==> src/rtl/alu_result_stage_pkg.sv <==
// Shared definitions for the ALU result stage: opcodes, default widths and
// the skid-buffer occupancy encoding.
// Imported by result_skid_buf and alu_result_stage.
package alu_result_stage_pkg;

   // Default datapath and counter widths
   localparam int N_DEF     = 32;
   localparam int CNT_W_DEF = 16;

   // Gate-array select codes
   localparam logic [1:0] OP_AND = 2'b00;
   localparam logic [1:0] OP_OR  = 2'b01;
   localparam logic [1:0] OP_XOR = 2'b10;
   localparam logic [1:0] OP_NOR = 2'b11;

   // Skid-buffer occupancy: no entries, main entry only, main + skid entries
   typedef enum logic [1:0] {
      ST_EMPTY = 2'b00,
      ST_ONE   = 2'b01,
      ST_FULL  = 2'b10
   } buf_state_t;

endpackage

==> src/rtl/result_skid_buf.sv <==
// Purpose: generic 2-entry valid/ready skid register (main + skid entry).
// Latency: one cycle, input accepted at edge k is visible on out_data after edge k.
// Backpressure: in_ready is registered (low only when both entries are full), no comb path from out_ready.
//
// Ports:
//   clk, rst                    clock, synchronous active-high reset
//   in_valid/in_ready/in_data   upstream handshake and payload
//   out_valid/out_ready/out_data downstream handshake and payload (always the main entry)
module result_skid_buf
   import alu_result_stage_pkg::*;
#(
   parameter int             W       = 34,
   parameter logic [W-1:0]   RST_VAL = '0
) (
   input  logic          clk,
   input  logic          rst,
   input  logic          in_valid,
   output logic          in_ready,
   input  logic [W-1:0]  in_data,
   output logic          out_valid,
   input  logic          out_ready,
   output logic [W-1:0]  out_data
);

   buf_state_t     state_q, state_d;
   logic [W-1:0]   main_q, main_d;
   logic [W-1:0]   skid_q, skid_d;
   logic           rdy_q, rdy_d;
   logic           accept;
   logic           drain;

   assign accept = in_valid & rdy_q;
   assign drain  = (state_q != ST_EMPTY) & out_ready;

   always_comb begin
      state_d = state_q;
      main_d  = main_q;
      skid_d  = skid_q;
      case (state_q)
         ST_EMPTY: begin
            if (accept) begin
               main_d  = in_data;
               state_d = ST_ONE;
            end
         end
         ST_ONE: begin
            if (accept && drain) begin
               // main leaves and is replaced in the same cycle
               main_d = in_data;
            end else if (accept) begin
               skid_d  = in_data;
               state_d = ST_FULL;
            end else if (drain) begin
               state_d = ST_EMPTY;
            end
         end
         ST_FULL: begin
            // in_ready is low here, so only a drain can happen
            if (drain) begin
               main_d  = skid_q;
               state_d = ST_ONE;
            end
         end
         default: state_d = ST_EMPTY;
      endcase
      // Ready is computed from the next state so it can be a plain flop output
      rdy_d = (state_d != ST_FULL);
   end

   always_ff @(posedge clk) begin
      if (rst) begin
         state_q <= ST_EMPTY;
         main_q  <= RST_VAL;
         skid_q  <= RST_VAL;
         rdy_q   <= 1'b1;
      end else begin
         state_q <= state_d;
         main_q  <= main_d;
         skid_q  <= skid_d;
         rdy_q   <= rdy_d;
      end
   end

   assign in_ready  = rdy_q;
   assign out_valid = (state_q != ST_EMPTY);
   assign out_data  = main_q;

endmodule

==> src/rtl/alu_result_stage.sv <==
// Purpose: select one gate-array result by opcode, attach zero/parity flags, buffer it, count deliveries.
// Latency: one cycle from accept (edge k) to outval/out_valid (after edge k).
// Backpressure: 2-entry skid buffer; in_ready is registered and drops only when both entries hold data.
//
// Ports:
//   clk, rst                          clock, synchronous active-high reset
//   in_valid/in_ready, op             upstream handshake and opcode (AND/OR/XOR/NOR)
//   and_val/or_val/xor_val/nor_val    gate-array results
//   out_valid/out_ready               downstream handshake
//   outval, zero, parity              selected result and its stored flags
//   res_count                         wrapping count of output transfers since reset
module alu_result_stage
   import alu_result_stage_pkg::*;
#(
   parameter int N     = N_DEF,
   parameter int CNT_W = CNT_W_DEF
) (
   input  logic             clk,
   input  logic             rst,
   input  logic             in_valid,
   output logic             in_ready,
   input  logic [1:0]       op,
   input  logic [N-1:0]     and_val,
   input  logic [N-1:0]     or_val,
   input  logic [N-1:0]     xor_val,
   input  logic [N-1:0]     nor_val,
   output logic             out_valid,
   input  logic             out_ready,
   output logic [N-1:0]     outval,
   output logic             zero,
   output logic             parity,
   output logic [CNT_W-1:0] res_count
);

   localparam logic [CNT_W-1:0] CNT_ONE = {{(CNT_W-1){1'b0}}, 1'b1};

   logic [N-1:0] sel_val;
   logic         sel_zero;
   logic         sel_par;
   logic [N+1:0] buf_in;
   logic [N+1:0] buf_out;

   always_comb begin
      sel_val = and_val;
      case (op)
         OP_AND: sel_val = and_val;
         OP_OR:  sel_val = or_val;
         OP_XOR: sel_val = xor_val;
         OP_NOR: sel_val = nor_val;
         default: sel_val = and_val;
      endcase
   end

   // Flags are computed once at the input and travel with the value, so the
   // output side never looks at live inputs.
   assign sel_zero = ~|sel_val;
   assign sel_par  = ^sel_val;
   assign buf_in   = {sel_par, sel_zero, sel_val};

   // Reset image of an entry: value 0, zero=1, parity=0
   result_skid_buf #(
      .W       (N + 2),
      .RST_VAL ({1'b0, 1'b1, {N{1'b0}}})
   ) u_skid (
      .clk       (clk),
      .rst       (rst),
      .in_valid  (in_valid),
      .in_ready  (in_ready),
      .in_data   (buf_in),
      .out_valid (out_valid),
      .out_ready (out_ready),
      .out_data  (buf_out)
   );

   assign {parity, zero, outval} = buf_out;

   always_ff @(posedge clk) begin
      if (rst) begin
         res_count <= '0;
      end else if (out_valid && out_ready) begin
         res_count <= res_count + CNT_ONE;
      end
   end

endmodule

==> config.mk <==
export PLATFORM = sky130hd
export DESIGN_NAME = alu_result_stage
export DESIGN_NICKNAME = d
export VERILOG_FILES = /design/src/rtl/alu_result_stage_pkg.sv /design/src/rtl/result_skid_buf.sv /design/src/rtl/alu_result_stage.sv
export SDC_FILE = /design/constraint.sdc
export NUM_CORES = 1
export LEC_CHECK = 0
export CAP_MARGIN = 20
export CORE_MARGIN = 4
export CORE_UTILIZATION = 40
export DETAILED_ROUTE_END_ITERATION = 7
export HOLD_SLACK_MARGIN = 0.06
export PLACE_DENSITY = 0.72
export SYNTH_ARGS = -nofsm -noshare
export SYNTH_HDL_FRONTEND = slang
export SYNTH_SLANG_ARGS = --single-unit
==> constraint.sdc <==
create_clock -name clk -period 3.9 [get_ports clk]
set_clock_uncertainty 0.1 [all_clocks]
set_input_delay 0.78 -clock clk [delete_from_list [all_inputs] [get_ports clk]]
set_output_delay 0.78 -clock clk [all_outputs]
set_load 0.02 [all_outputs]
==> qor.csv, run 1 <==
metric;value;unit
status;finished, final reports clean;
hp-class;reg2reg;
clockBufferDepth;2;
synth-main-ff-cell;dfxtp_1;
path_delay_family;buffers and inverters;
core_area;0.0115;sq mm
critPathCaptureType;register;
crit_required;3.98;ns
synth_top_area_share;36.6;%
syn_nets;693;
grt_util_all_layers;21.1;%
crit_cells;10;
dr.pass1.iters;4;
root_buffer;clkbuf_16;
clock_latency;0.33;ns
hold_start;u_skid.skid_q[29]$_SDFFE_PP0P_;
seq_area_frac_synth;36.6;%
crit_slowest_cell;mux4_2;
fmax;318;MHz
async_flop_share;0;%
worst_pin_slew;0.926;ns
period_share;80.6;%
ctsHoldBuffers;0;
highest_layer;met4;
cts_buffers;9;
max_stage_delay;0.56;ns
syn_area;0.00476;sq mm
via_per_inst;5.34;
arrival;3.22;ns
htree_levels;3;
drcViolationCount;0;
cp.buffers_inverters;3;
fin_cells;851;
wl_per_cell;16.8;um
yosysUniqueCellTypes;39;
final_antenna_net_count;0;
antenna_found_initial;0;
synth-simple-area-share;20.0;%
grt_max_degree;70;
rr_worst_depth;5;
crit_fanout;32;
clk_pin_slew_worst_paths;0.06;ns
synth-seq-cells;87;
synth_mux_area_share;15.6;%
whs;0.353;ns
die_area;0.0137;sq mm
cp-start-kind;primary input;
irDropWorstVdd;0.000203;V
maxCapViolations;0;
drive_gt1_share;8.90;%
vias;4543;
synth_top_family_by_area;simple AND/OR/NAND/NOR gates;
die_x;117;um
synth-compound-area-share;11.8;%
ios;186;
synthToLayoutAreaGrowth;45.9;%
tns;0;ns
wl_met3;714;um
finalNetCount;856;
cts_resized;0;
slew_headroom;38.3;%
synth_edf_count;0;
gr-total-overflow;0;
fp.dieH;117;um
r2r_end;u_skid.skid_q[33]$_SDFFE_PP0P_;
crit_path_frequent_cell;xnor2_1;
diodes;0;
drt_first_iter_violations;227;
grt_pass1_wl;22.7;mm
row_count;39;
syn_inst;542;
initial_utilization;41.3;%
gp_congestion;0.781;
grt_pass1_vias;4588;
hold_end;u_skid.skid_q[29]$_SDFFE_PP0P_;
wl_met1;6.02;mm
numPortBuffers;185;
wl_met2;7.33;mm
synth_area_leader_cell;dfxtp_1;
worstSetupPathType;in2reg;
clock-sinks;87;
pwr_density_cell;357;mW/mm^2
regToRegSetupSlack;1.84;ns
dp.cells;837;
synth.top_cells.by_area;dfxtp_1 (37%), mux4_2 (15%), nand2_1 (11%);
synth_fa_ha_area_share;4.47;%
power;0.00248;W
final.min_clock_period;3.14;ns
postCtsSetupBuffers;0;
slew_violations;0;
synth_xor_area_share;4.97;%
wl;14.3;mm
p_leak;2.62;nW
yosys_warnings;0;
postPlaceCellArea;0.00669;sq mm
worstReg2RegStart;u_skid.state_q[0]$_SDFF_PP0_;
dpl.hpwl;10.8;mm
synth.avg_cell_area;8.78;sq um
hold_violations;0;
path_cells;clkdlybuf4s50_1 > buf_12 > mux4_2 > inv_1 > ha_1 > xnor2_1 > xnor2_1 > xnor2_1 > xnor2_1 > o221ai_1;
min_path_cells;2;
rsz0062_at_grt;false;
n_fill_cell;1003;
tritoncts;built;
setup_violations;0;
stdcell_area;0.00694;sq mm
stage by stage:
stage | util [%] | setup slack, ns
floorplan | - | 0.925
global placement | 58.1 | 0.470
detailed placement | 58.1 | 0.410
CTS | 60.3 | 0.759
global route | 60.3 | 0.580
finish | 60.3 | 0.756
placed cells by master, fill, tap and decap left out, drive strengths merged, types with 3 or more instances in the layout:
cell type / instances
mux4: 32
nor2: 50
inv: 33
or3: 3
xnor2: 18
nand3: 3
dfxtp: 87
buf: 10
clkdlybuf4s50: 183
xor2: 9
ha: 17
nand4: 7
a21oi: 37
clkbuf: 10
nand2: 142
a311oi: 32
o21ai: 3
nor4: 3
power by group:
part	switching (W)	internal (W)
combinational	0.000342	0.000402
sequential	0.0000318	0.000943
clock	0.000341	0.000422
total	0.000714	0.00177
worst max path at each step:
stage                      from                               end
after detailed placement  op[1]  u_skid.out_data[33]$_SDFFE_PP0P_
after global placement    op[1]  u_skid.out_data[33]$_SDFFE_PP0P_
after global routing      op[1]  u_skid.out_data[33]$_SDFFE_PP0P_
after floorplan           op[0]  u_skid.out_data[33]$_SDFFE_PP0P_
after CTS                 op[1]  u_skid.out_data[33]$_SDFFE_PP0P_
final                     op[1]  u_skid.out_data[33]$_SDFFE_PP0P_
flip-flops by register name (all words and copies together) (netlist names):
signal	count
u_skid.in_ready	1
res_count	16
u_skid.out_data	34
u_skid.state_q	2
u_skid.skid_q	34
worst reg2reg max path: cells and delay by family, from the launching register on:
| kind | cells | cell delay [ns] |
|---|---|---|
| and+or+nand+nor | 3 | 0.96 |
| DFF | 1 | 0.47 |
| buffers and inverters | 1 | 0.26 |
| AOI/OAI and AO/OA | 1 | 0.19 |
layout make-up:
type | instances | area, sq um | share of cell area, %
clock inverter | 4 | 25.0 | 0.360
inverter | 33 | 124 | 1.78
timing repair buffer | 193 | 1940 | 27.9
tap | 143 | 179 | 2.58
multi-input combinational | 381 | 2710 | 39.0
clock buffer | 10 | 229 | 3.30
sequential | 87 | 1740 | 25.1
synthesized netlist by cell type, drive strengths merged, types with 7 or more instances:
| master | number |
|---|---|
| nand4 | 7 |
| a311oi | 32 |
| mux4 | 32 |
| clkbuf | 18 |
| buf | 23 |
| xor2 | 9 |
| inv | 33 |
| ha | 17 |
| nand2 | 142 |
| dfxtp | 87 |
| a21oi | 37 |
| xnor2 | 18 |
| nor2 | 50 |
cell families after synthesis:
group,count (synthesis)
AO/OA/AOI/OAI,80
buffers and inverters,74
XOR/XNOR,27
flip-flops,87
AND/OR/NAND/NOR,223
adder cells (fa/ha/maj),17
multiplexers,34
per-layer routing:
layer | vias to the layer above | track usage (%)
met4 | 0 | 5.28
met1 | 2187 | 26.0
met2 | 141 | 38.1
li1 | 2198 | -
met5 | - | 0
met3 | 17 | 3.96
No activity file was read; power rests on OpenSTA's default activity.
==> run 2: changes to the inputs <==
PLACE_DENSITY = 0.75   (was 0.72)
clock period = 2.55 ns   (was 3.9 ns; I/O delays follow)
==> run 2 against run 1 <==
- first-iteration DRC count rose by 26%
- sequential power grew 53%
- critical path depth down 1
- die area unchanged
- cell area up 8.3%
- sequential cell count stayed put
- count of clock-buffer cells in the layout is 1 higher
- critical endpoint is now u_skid.skid_q[33]$_SDFFE_PP0P_
- largest cell class unchanged
- highest routed layer unchanged
==> qor.csv, run 2 (synthesis results as in run 1) <==
metric;value;unit;change
drt_first_iter_violations;285;;was 227
vias;4810;;was 4543
fp.dieH;117;um;unchanged
arrival;2.57;ns;was 3.22 ns
row_count;39;;unchanged
highest_layer;met4;;unchanged
crit_cells;9;;was 10
p_leak;2.97;nW;was 2.62 nW
wl;16.0;mm;was 14.3 mm
path_delay_family;XOR/XNOR gates;;was buffers and inverters
regToRegSetupSlack;0.76;ns;was 1.84 ns
grt_max_degree;70;;unchanged
n_fill_cell;929;;was 1003
final.min_clock_period;2.48;ns;
dpl.hpwl;11.6;mm;was 10.8 mm
antenna_found_initial;0;;unchanged
clock_latency;0.34;ns;was 0.33 ns
cts_buffers;9;;unchanged
crit_fanout;3;;was 32
power_frac_comb;31.2;%;was 30.0%
fmax;403;MHz;
clockPowerShare;33.8;%;was 30.8%
p_switching;0.00120;W;was 0.000714 W
ctsHoldBuffers;0;;unchanged
path_cells;clkdlybuf4s50_1 > mux4_2 > inv_2 > ha_1 > xnor2_2 > xnor2_1 > xnor2_1 > xnor2_1 > a211oi_1;;was clkdlybuf4s50_1 > buf_12 > mux4_2 > inv_1 > ha_1 > xnor2_1 > xnor2_1 > xnor2_1 > xnor2_1 > o221ai_1
root_buffer;clkbuf_16;;unchanged
critPathLaunch;or_val[12];;was op[1]
wl_per_cell;18.0;um;was 16.8 um
rr_worst_depth;5;;unchanged
core_area;0.0115;sq mm;unchanged
wl_met3;1.05;mm;was 714 um
max_stage_delay;0.51;ns;was 0.56 ns
wl_met1;6.26;mm;was 6.02 mm
multi_input_area;0.00284;sq mm;was 0.00271 sq mm
crit_slowest_cell;mux4_2;;unchanged
critPathCaptureType;register;;unchanged
worstSetupPathType;in2reg;;unchanged
synthToLayoutAreaGrowth;58.0;%;was 45.9%
numPortBuffers;185;;unchanged
wl_met2;8.31;mm;was 7.33 mm
crit_end;u_skid.skid_q[33]$_SDFFE_PP0P_;;was u_skid.out_data[33]$_SDFFE_PP0P_
cp.buffers_inverters;2;;was 3
p_seq_share;34.9;%;was 39.3%
worst_pin_slew;0.852;ns;was 0.926 ns
clockBufferDepth;2;;unchanged
gr-total-overflow;0;;unchanged
hold_violations;0;;unchanged
pwr_density_cell;567;mW/mm^2;was 357 mW/mm^2
die_x;117;um;unchanged
whs;0.358;ns;was 0.353 ns
grt_pass1_wl;23.7;mm;was 22.7 mm
layout_common_cells;clkdlybuf4s50_1 (174), nand2_1 (142), dfxtp_1 (87), nor2_1 (50), a21oi_1 (37);;was clkdlybuf4s50_1 (183), nand2_1 (142), dfxtp_1 (87), nor2_1 (50), a21oi_1 (37)
layout_commonest_cell;clkdlybuf4s50_1;;unchanged
htree_levels;3;;unchanged
slew_headroom;43.2;%;was 38.3%
drcViolationCount;0;;unchanged
intPower;0.00307;W;was 0.00177 W
clk_pin_slew_worst_paths;0.07;ns;was 0.06 ns
gp_congestion;0.883;;was 0.781
maxCapViolations;0;;unchanged
clock-sinks;87;;unchanged
crit_required;2.64;ns;was 3.98 ns
dr.pass1.iters;7;;was 4
drive_gt1_share;16.5;%;was 8.90%
grt_util_all_layers;22.5;%;was 21.1%
cp-start-kind;primary input;;unchanged
initial_utilization;41.3;%;unchanged
finalNetCount;892;;was 856
crit_path_frequent_cell;xnor2_1;;unchanged
hp-class;reg2reg;;unchanged
r2r_end;res_count[15]$_SDFFE_PP0P_;;was u_skid.skid_q[33]$_SDFFE_PP0P_
via_per_inst;5.41;;was 5.34
tritoncts;built;;unchanged
ios;186;;unchanged
die_area;0.0137;sq mm;unchanged
slew_violations;0;;unchanged
tns;0;ns;unchanged
final_antenna_net_count;0;;unchanged
grt_pass1_vias;4735;;was 4588
irDropWorstVdd;0.000316;V;was 0.000203 V
setup_violations;0;;unchanged
worstReg2RegStart;u_skid.state_q[1]$_SDFF_PP0_;;was u_skid.state_q[0]$_SDFF_PP0_
swShare;28.0;%;was 28.8%
period_share;97.2;%;
regArea;0.00174;sq mm;unchanged
status;finished, final reports clean;;unchanged
diodes;0;;unchanged
run 2: cell types whose count changed in the layout (fill, tap and decap cells not counted), moves of 7 or more:
cell and change:
clkdlybuf4s50_1 -9, xnor2_2 +7, inv_1 -7, dlymetal6s2s_1 +8, buf_4 +29, inv_2 +7
xnor2_1 -7
run 2: worst min-delay path by stage:
stage,from,end,slack [ns],cells past startpoint
finish,u_skid.skid_q[2]$_SDFFE_PP0P_,u_skid.skid_q[2]$_SDFFE_PP0P_,0.36,2
global route,u_skid.skid_q[2]$_SDFFE_PP0P_,u_skid.skid_q[2]$_SDFFE_PP0P_,0.38,2
detailed placement,u_skid.skid_q[4]$_SDFFE_PP0P_,u_skid.skid_q[4]$_SDFFE_PP0P_,0.35,2
global placement,u_skid.skid_q[0]$_SDFFE_PP0P_,u_skid.skid_q[0]$_SDFFE_PP0P_,0.34,2
CTS,u_skid.skid_q[21]$_SDFFE_PP0P_,u_skid.skid_q[21]$_SDFFE_PP0P_,0.36,2
floorplan,u_skid.skid_q[0]$_SDFFE_PP0P_,u_skid.skid_q[0]$_SDFFE_PP0P_,0.34,2
run 2: area by class of cell:
type	instances	area share [%]
clock buffer	11	3.23
inverter	33	1.65
sequential	87	23.2
multi-input combinational	381	37.7
clock inverter	5	1.08
timing repair buffer	229	30.8
tap	143	2.38
run 2: stage by stage:
step           setup WS, ns  power, W  instances  utilization, %  instance area [sq um]
2_1_floorplan       0.00503   0.00220        542               -                   4810
3_3_place_gp         -0.532   0.00269        864            60.2                   6930
3_5_place_dp         -0.639   0.00273        864            60.2                   6930
4_1_cts              0.0161   0.00417        880            63.1                   7260
5_1_grt             -0.0167   0.00445        889            65.3                   7520
6_report             0.0712   0.00427        889            65.3                   7520
run 2: power by group through the flow:
stage	logic [W]	registers [W]	clock network (W)
2_1_floorplan	0.000613	0.00159	0
3_3_place_gp	0.00118	0.00152	0
3_5_place_dp	0.00121	0.00152	0
4_1_cts	0.00122	0.00149	0.00146
5_1_grt	0.00143	0.00150	0.00151
6_report	0.00133	0.00149	0.00144
run 2: repair_timing:
action | 4_1_cts | 5_1_grt
gates resized for setup | 3 | 34
hold endpoints to repair | 0 | 0
setup endpoints to repair | 3 | 2
pin swaps | 0 | 14
gates cloned | 0 | 3
setup buffers | 0 | 6
run 2: worst min-delay path, cell delays in order (launching register included):
cell,delay [ns]
dfxtp_1,0.31
nand2_1,0.05
a21oi_1,0.05
run 2: routing by layer:
metal | up-vias | track usage [%]
li1 | 2272 | -
met1 | 2294 | 27.4
met2 | 211 | 39.4
met3 | 33 | 3.60
met4 | 0 | 9.33
met5 | - | 0
